`config.mk`:
```
export PLATFORM = sky130hd
export DESIGN_NAME = uart_rx_cfg
export DESIGN_NICKNAME = d
export VERILOG_FILES = /design/src/rtl/uart_pkg.sv /design/src/rtl/uart_rx_fifo.sv /design/src/rtl/uart_rx_cfg.sv
export SDC_FILE = /design/constraint.sdc
export NUM_CORES = 1
export LEC_CHECK = 0
export CORE_UTILIZATION = 63
export DETAILED_ROUTE_END_ITERATION = 10
export DONT_BUFFER_PORTS = 1
export PLACE_DENSITY = 0.79
export SLEW_MARGIN = 5
export SYNTH_ARGS = -nofsm -noshare
export SYNTH_HDL_FRONTEND = slang
export SYNTH_SLANG_ARGS = --single-unit
```
`constraint.sdc`:
```
create_clock -name clk_i -period 3.1 [get_ports clk_i]
set_clock_uncertainty 0.2 [all_clocks]
set_input_delay 0.62 -clock clk_i [delete_from_list [all_inputs] [get_ports clk_i]]
set_output_delay 0.62 -clock clk_i [all_outputs]
set_load 0.1 [all_outputs]
```
`src/rtl/uart_pkg.sv`:
```
// rtl/uart_pkg.sv - shared types and divider helper for the configurable UART receiver
package uart_pkg;

  typedef enum logic [1:0] {
    PAR_NONE = 2'd0,
    PAR_EVEN = 2'd1,
    PAR_ODD  = 2'd2
  } parity_t;

  typedef enum logic [2:0] {
    ST_IDLE,
    ST_START,
    ST_DATA,
    ST_PARITY,
    ST_STOP,
    ST_BREAK
  } rx_state_t;

  // Rounded clocks per oversampling tick.
  function automatic int calc_div(input int clk_hz, input int baud_rate, input int oversample);
    int den;
    den = baud_rate * oversample;
    return (clk_hz + den / 2) / den;
  endfunction

endpackage

```
`src/rtl/uart_rx_fifo.sv`:
```
// rtl/uart_rx_fifo.sv - show-ahead receive FIFO, head entry visible on rdata_o
module uart_rx_fifo #(
  parameter int WIDTH = 10,
  parameter int DEPTH = 4
) (
  input  logic                     clk_i,
  input  logic                     rst_ni,
  input  logic                     push_i,
  input  logic [WIDTH-1:0]         wdata_i,
  input  logic                     pop_i,
  output logic [WIDTH-1:0]         rdata_o,
  output logic                     full_o,
  output logic                     empty_o,
  output logic [$clog2(DEPTH):0]   count_o
);

  localparam int AW = $clog2(DEPTH);

  logic [WIDTH-1:0] mem_q [DEPTH];
  logic [AW-1:0]    wr_ptr_q, rd_ptr_q;
  logic [AW:0]      count_q, count_d;
  logic             do_push, do_pop;

  assign empty_o = (count_q == '0);
  assign full_o  = (count_q == (AW+1)'(DEPTH));
  assign do_pop  = pop_i && !empty_o;
  // A full FIFO still accepts a push when the head leaves in the same cycle.
  assign do_push = push_i && (!full_o || do_pop);
  assign rdata_o = mem_q[rd_ptr_q];
  assign count_o = count_q;

  always_comb begin
    count_d = count_q;
    if (do_push && !do_pop) count_d = count_q + 1'b1;
    else if (do_pop && !do_push) count_d = count_q - 1'b1;
  end

  always_ff @(posedge clk_i or negedge rst_ni) begin
    if (!rst_ni) begin
      wr_ptr_q <= '0;
      rd_ptr_q <= '0;
      count_q  <= '0;
    end else begin
      if (do_push) wr_ptr_q <= wr_ptr_q + 1'b1;
      if (do_pop)  rd_ptr_q <= rd_ptr_q + 1'b1;
      count_q <= count_d;
    end
  end

  always_ff @(posedge clk_i) begin
    if (do_push) mem_q[wr_ptr_q] <= wdata_i;
  end

endmodule

```
`src/rtl/uart_rx_cfg.sv`:
```
// rtl/uart_rx_cfg.sv - parametrised UART receiver with majority voting, break detect and FIFO
module uart_rx_cfg
  import uart_pkg::*;
#(
  parameter int CLK_HZ     = 100_000_000,
  parameter int BAUD_RATE  = 9600,
  parameter int OVERSAMPLE = 16,
  parameter int DATA_BITS  = 8,
  parameter int PARITY     = 0,
  parameter int STOP_BITS  = 1,
  parameter int FIFO_DEPTH = 4
) (
  input  logic                          clk_i,
  input  logic                          rst_ni,
  input  logic                          rxd_i,
  input  logic                          rd_i,
  input  logic                          err_clr_i,
  output logic [DATA_BITS-1:0]          data_o,
  output logic                          valid_o,
  output logic                          ferr_o,
  output logic                          perr_o,
  output logic                          oerr_o,
  output logic                          brk_o,
  output logic [$clog2(FIFO_DEPTH):0]   count_o
);

  localparam int      DIV      = calc_div(CLK_HZ, BAUD_RATE, OVERSAMPLE);
  localparam int      DIV_W    = (DIV > 1) ? $clog2(DIV) : 1;
  localparam int      OS_W     = $clog2(OVERSAMPLE);
  localparam int      BIT_W    = $clog2(DATA_BITS + 1);
  localparam parity_t PAR_MODE = parity_t'(PARITY);

  localparam logic [DIV_W-1:0] DIV_LAST = DIV_W'(DIV - 1);
  localparam logic [OS_W-1:0]  SMP0     = OS_W'(OVERSAMPLE / 2 - 1);
  localparam logic [OS_W-1:0]  SMP1     = OS_W'(OVERSAMPLE / 2);
  localparam logic [OS_W-1:0]  SMP2     = OS_W'(OVERSAMPLE / 2 + 1);
  localparam logic [OS_W-1:0]  OS_LAST  = OS_W'(OVERSAMPLE - 1);

  logic                   rxd_meta_q, rxd_s_q, rxd_prev_q;
  rx_state_t              state_q;
  logic [DIV_W-1:0]       div_cnt_q;
  logic [OS_W-1:0]        os_cnt_q;
  logic [BIT_W-1:0]       bit_cnt_q;
  logic [1:0]             smp_q;
  logic [DATA_BITS-1:0]   shift_q;
  logic                   par_bit_q, perr_q, ferr_q;
  logic                   push_q, oerr_q, brk_q;
  logic [DATA_BITS+1:0]   wdata_q, head;
  logic                   tick, maj, at_maj, at_end, start_edge, ferr_d, is_break;
  logic                   fifo_full, fifo_empty, pop;

  assign tick       = (div_cnt_q == DIV_LAST);
  assign maj        = (smp_q[0] & smp_q[1]) | (smp_q[0] & rxd_s_q) | (smp_q[1] & rxd_s_q);
  assign at_maj     = tick && (os_cnt_q == SMP2);
  assign at_end     = tick && (os_cnt_q == OS_LAST);
  assign start_edge = (state_q == ST_IDLE) && rxd_prev_q && !rxd_s_q;
  assign ferr_d     = ferr_q | ~maj;
  assign is_break   = (shift_q == '0) && ((PAR_MODE == PAR_NONE) || !par_bit_q) && !maj;
  assign pop        = rd_i && !fifo_empty;

  always_ff @(posedge clk_i or negedge rst_ni) begin
    if (!rst_ni) begin
      rxd_meta_q <= 1'b1;
      rxd_s_q    <= 1'b1;
      rxd_prev_q <= 1'b1;
    end else begin
      rxd_meta_q <= rxd_i;
      rxd_s_q    <= rxd_meta_q;
      rxd_prev_q <= rxd_s_q;
    end
  end

  // Restarting the divider on the start edge centres the sample window on each bit.
  always_ff @(posedge clk_i or negedge rst_ni) begin
    if (!rst_ni)                 div_cnt_q <= '0;
    else if (start_edge || tick) div_cnt_q <= '0;
    else                         div_cnt_q <= div_cnt_q + 1'b1;
  end

  always_ff @(posedge clk_i or negedge rst_ni) begin
    if (!rst_ni) begin
      state_q   <= ST_IDLE;
      os_cnt_q  <= '0;
      bit_cnt_q <= '0;
      smp_q     <= '0;
      shift_q   <= '0;
      par_bit_q <= 1'b0;
      perr_q    <= 1'b0;
      ferr_q    <= 1'b0;
      push_q    <= 1'b0;
      wdata_q   <= '0;
      oerr_q    <= 1'b0;
      brk_q     <= 1'b0;
    end else begin
      push_q <= 1'b0;
      if (err_clr_i) begin
        oerr_q <= 1'b0;
        brk_q  <= 1'b0;
      end
      if (push_q && fifo_full && !pop) oerr_q <= 1'b1;
      if (tick) begin
        if (os_cnt_q == SMP0) smp_q[0] <= rxd_s_q;
        if (os_cnt_q == SMP1) smp_q[1] <= rxd_s_q;
        os_cnt_q <= (os_cnt_q == OS_LAST) ? '0 : os_cnt_q + 1'b1;
      end
      case (state_q)
        ST_IDLE: if (start_edge) begin
          state_q   <= ST_START;
          os_cnt_q  <= '0;
          bit_cnt_q <= '0;
          ferr_q    <= 1'b0;
          perr_q    <= 1'b0;
        end
        ST_START: begin
          if (at_maj && maj) state_q <= ST_IDLE;
          else if (at_end)   state_q <= ST_DATA;
        end
        ST_DATA: begin
          if (at_maj) shift_q <= {maj, shift_q[DATA_BITS-1:1]};
          if (at_end) begin
            if (bit_cnt_q == BIT_W'(DATA_BITS - 1)) begin
              bit_cnt_q <= '0;
              state_q   <= (PAR_MODE == PAR_NONE) ? ST_STOP : ST_PARITY;
            end else begin
              bit_cnt_q <= bit_cnt_q + 1'b1;
            end
          end
        end
        ST_PARITY: begin
          if (at_maj) begin
            par_bit_q <= maj;
            perr_q    <= ((^shift_q) ^ maj) != (PAR_MODE == PAR_ODD);
          end
          if (at_end) state_q <= ST_STOP;
        end
        ST_STOP: begin
          // Commit at the last stop bit's vote; the rest of that bit is left for resync.
          if (at_maj) begin
            ferr_q <= ferr_d;
            if (bit_cnt_q == BIT_W'(STOP_BITS - 1)) begin
              if (is_break) begin
                brk_q   <= 1'b1;
                state_q <= ST_BREAK;
              end else begin
                push_q  <= 1'b1;
                wdata_q <= {shift_q, ferr_d, perr_q};
                state_q <= ST_IDLE;
              end
            end
          end
          if (at_end) bit_cnt_q <= bit_cnt_q + 1'b1;
        end
        ST_BREAK: if (rxd_s_q) state_q <= ST_IDLE;
        default:  state_q <= ST_IDLE;
      endcase
    end
  end

  uart_rx_fifo #(
    .WIDTH (DATA_BITS + 2),
    .DEPTH (FIFO_DEPTH)
  ) u_fifo (
    .clk_i   (clk_i),
    .rst_ni  (rst_ni),
    .push_i  (push_q),
    .wdata_i (wdata_q),
    .pop_i   (pop),
    .rdata_o (head),
    .full_o  (fifo_full),
    .empty_o (fifo_empty),
    .count_o (count_o)
  );

  assign valid_o = !fifo_empty;
  assign {data_o, ferr_o, perr_o} = valid_o ? head : '0;
  assign oerr_o  = oerr_q;
  assign brk_o   = brk_q;

endmodule
```
==> results of run 1 <==
placed cells by master, fill, tap and decap left out, types with 10 or more instances in the layout:
master | Yosys | final
dfrtp_1 | 53 | 50
ha_1 | 16 | 16
edfxtp_1 | 40 | 40
o21ai_0 | 17 | 17
xnor2_1 | 13 | 13
nor2_1 | 26 | 26
buf_12 | 0 | 10
inv_1 | 22 | 22
mux2_2 | 13 | 13
mux4_2 | 10 | 10
a21oi_1 | 11 | 11
nand2_1 | 27 | 27
cell type report:
cell class / instances / area (sq um)
multi-input cells: 211 / 1610
clock inverters: 7 / 61.3
well taps: 77 / 96.3
fillers: 388 / 1610
flip-flops and latches: 96 / 2610
repair buffers: 21 / 305
inverters: 22 / 82.6
clock buffers: 9 / 124
worst register-to-register path: cells and delay by family (launching register included):
kind          cells  cell delay, ns
simple gates      3            1.64
mux               1            0.33
flops             1            0.42
registers in the layout, indices dropped and copies added, names as in the netlist, 3 cells and up:
signal / count
bit_cnt_q: 4
wdata_q: 10
div_cnt_q: 10
u_fifo.mem_q: 40
u_fifo.count_o: 3
os_cnt_q: 4
state_q: 3
shift_q: 8
final timing paths:
| check | endpoint | slack (ns) | depth (start not counted) |
|---|---|---|---|
| setup / recovery | data_o[1] | 0.39 | 4 |
| hold / removal | rxd_meta_q | 0.05 | 0 |
| setup reg to reg | shift_q[7] | 0.41 | 4 |
| hold reg to reg | rxd_s_q | 0.19 | 0 |
| max in group asynchronous | rxd_prev_q | 1.82 | 2 |
| min in group asynchronous | wdata_q[4] | 0.58 | 2 |
per-layer routing:
layer	up-vias	GRT usage [%]	share of wire [%]
met4	0	9.71	2.0
li1	1242	-	-
met1	1304	30.0	43
met2	68	40.2	52
met5	-	0	0
met3	16	3.99	3.2
per-stage QoR:
step           hold slack, ns  instances  power [W]  setup slack (ns)
3_3_place_gp            0.126        425    0.00161             0.461
2_1_floorplan           0.124        340    0.00158             0.250
6_report               0.0547        443    0.00238             0.388
3_5_place_dp            0.127        425    0.00162             0.421
5_1_grt                0.0254        443    0.00249             0.292
4_1_cts                0.0382        443    0.00240             0.373
power breakdown:
part	switching [W]	leakage, nW	internal, W	total, W
clock network	0.000452	0.0957	0.000309	0.000761
logic	0.0000966	0.789	0.0000830	0.000180
registers	0.0000695	1.21	0.00137	0.00144
Yosys cell counts, types with 2 or more instances:
cell / instances
mux4_2: 10
ha_1: 16
inv_1: 22
dfstp_2: 3
nand2b_1: 2
o22ai_1: 2
xor2_1: 7
edfxtp_1: 40
clkbuf_1: 8
nand3_1: 8
a21oi_1: 11
or3_1: 3
a211oi_1: 2
nand2_1: 27
and2_1: 15
dfrtp_1: 53
nor3b_1: 4
nand3b_1: 2
xnor2_1: 13
nor4_1: 3
and3_1: 4
nor2_1: 26
o21ai_0: 17
nor3_1: 3
mux2_2: 13
repair_timing:
item | 4_1_cts | 5_1_grt
hold buffers | 2 | 0
gates resized for setup | 0 | 0
hold endpoints to repair | 56 | 0
logic make-up after synthesis:
group,after synthesis,share of synthesized area [%]
and+or+nand+nor,108,13.2
DFF,96,60.1
xor gates and xnor gates,20,4.04
muxes,24,8.80
adders and majority gates,18,5.31
AOI/OAI and AO/OA,41,5.48
buffers and inverters,33,3.06
==> results.md, run 1 <==
* Outcome: complete, but fails checks
* Failing checks: design-rule violations
* CP peak stage delay at 0.53 ns
* Worst Path Buf+Inv at 2
* Via count at 2630
* Slowest-stage cell, CP: mux4_2
* Slew Limit Fails at 0
* Yosys Warn Count at 0
* Crit. Startpoint: u_fifo.rd_ptr_q[0]
* Global route overflow at 0
* Class of the worst hold path: input port to flop
* Yosys reg bits at 96
* CTS Root Buffer Type: clkbuf_8
* Sequential fraction of the synthesis area at 60.1%
* Final Hold Vio Count at 0
* Required @ worst endpoint at 2.28 ns
* Leading area contributor after synthesis: dfrtp_1
* Die ar. at 7220 sq um
* Post-synth cell types at a little over 50
* Initial Util at roughly 67%
* # clock sinks at 96
* Avg WL per Cell at roughly 17 um
* Number of flops mapped to enable cells by yosys at 40
* 1st-iter DRT viols at between 100 and 150
* Max transition margin at just over 40%
* Worst-Margin Slew at roughly 0.9 ns
* CTS max path bufs at 2
* Final #Nets at approximately 380
* Primary FF master, synth: dfrtp_1
* Routed wire length at approximately 7.4 mm
* CTS tree: yes
* RSZ-0062 raised after global routing: false
* Ys async rst share at 58.3%
* Die height at about 85 um
* IO Port Bufs at 0
* Hold Startpoint: rxd_i
* Worst EP arrival at ~1.9 ns
* First-pass DRT Iterations at 9
* CP top delay family: multiplexers
* Clock Pin Slew Worst Setup and Hold Paths at 0.10 ns
* Fmax at between 300 and 400 MHz
* Crit path cell chain: buf_4, mux4_2, and2_2, buf_12
* Synth Instances at 340
* VDD IR max at around 0.3 mV
* DIE WIDTH at between 80 and 90 um
* Core Box Area at between 6000 and 7000 sq um
* Global-route usage over all layers at a little under a quarter
* MaxCap Viol Count at 0
* Initial antenna violation count at 0
* H-tree levels at 3
* Share of the synthesized area in the top cell type at slightly above 30%
* Diodes inserted at 0
* Setup TNS at 0 ns
* Boundary Pins at 21
* ANT nets after route at 0
* Fin area at 4890 sq um
* Crit path launch type: flop
* Final setup fails at 0
* Global-route wire length before repair at between 10 and 15 mm
* Worst-path fanout max at 12
* Largest net degree at the start of global routing at 57
* Reg2Reg Launch Point: div_cnt_q[4]
* Post-layout min period at around 2.7 ns
* DRC at 3
* PwrDens at 486 nW/um^2
* Layout cells sized above 1 at between 20% and 30%
* Pleak at approximately 2.1 nW
* Post-Syn Nets at between 300 and 400
* Fin util at 75.3%
* Fin crit share at about 90%
* DPL Wire Length at 4.98 mm
* Vias in the first global route at between 2000 and 3000
* Post-synthesis average cell area at ~13 sq um
* Worst-Skew Late Latency at roughly 0.35 ns
* Post-CTS setup buffer count at 0
* CP Capture Type: output port
* Cell area after placement at 4670 sq um
* Setup CP Type: flop to output port
* Area of the mapped netlist at roughly 4300 sq um
* Area grow syn2layout at 12.7%
* # rows at 29
* Synth area leaders: dfrtp_1 31%, edfxtp_1 28%, mux4_2 5.2%
* Vias/cell at approximately 6
* CTS Buf Count at 9
* Final GP Congestion at between 0.8 and 0.9
Power figures use the tool's default switching activity.
==> inputs of run 2 (changes only) <==
- CTS_CLUSTER_SIZE: default -> 20
==> results of run 2 <==
Same layout as run 1: the final DEF is identical, and so are final timing and power.
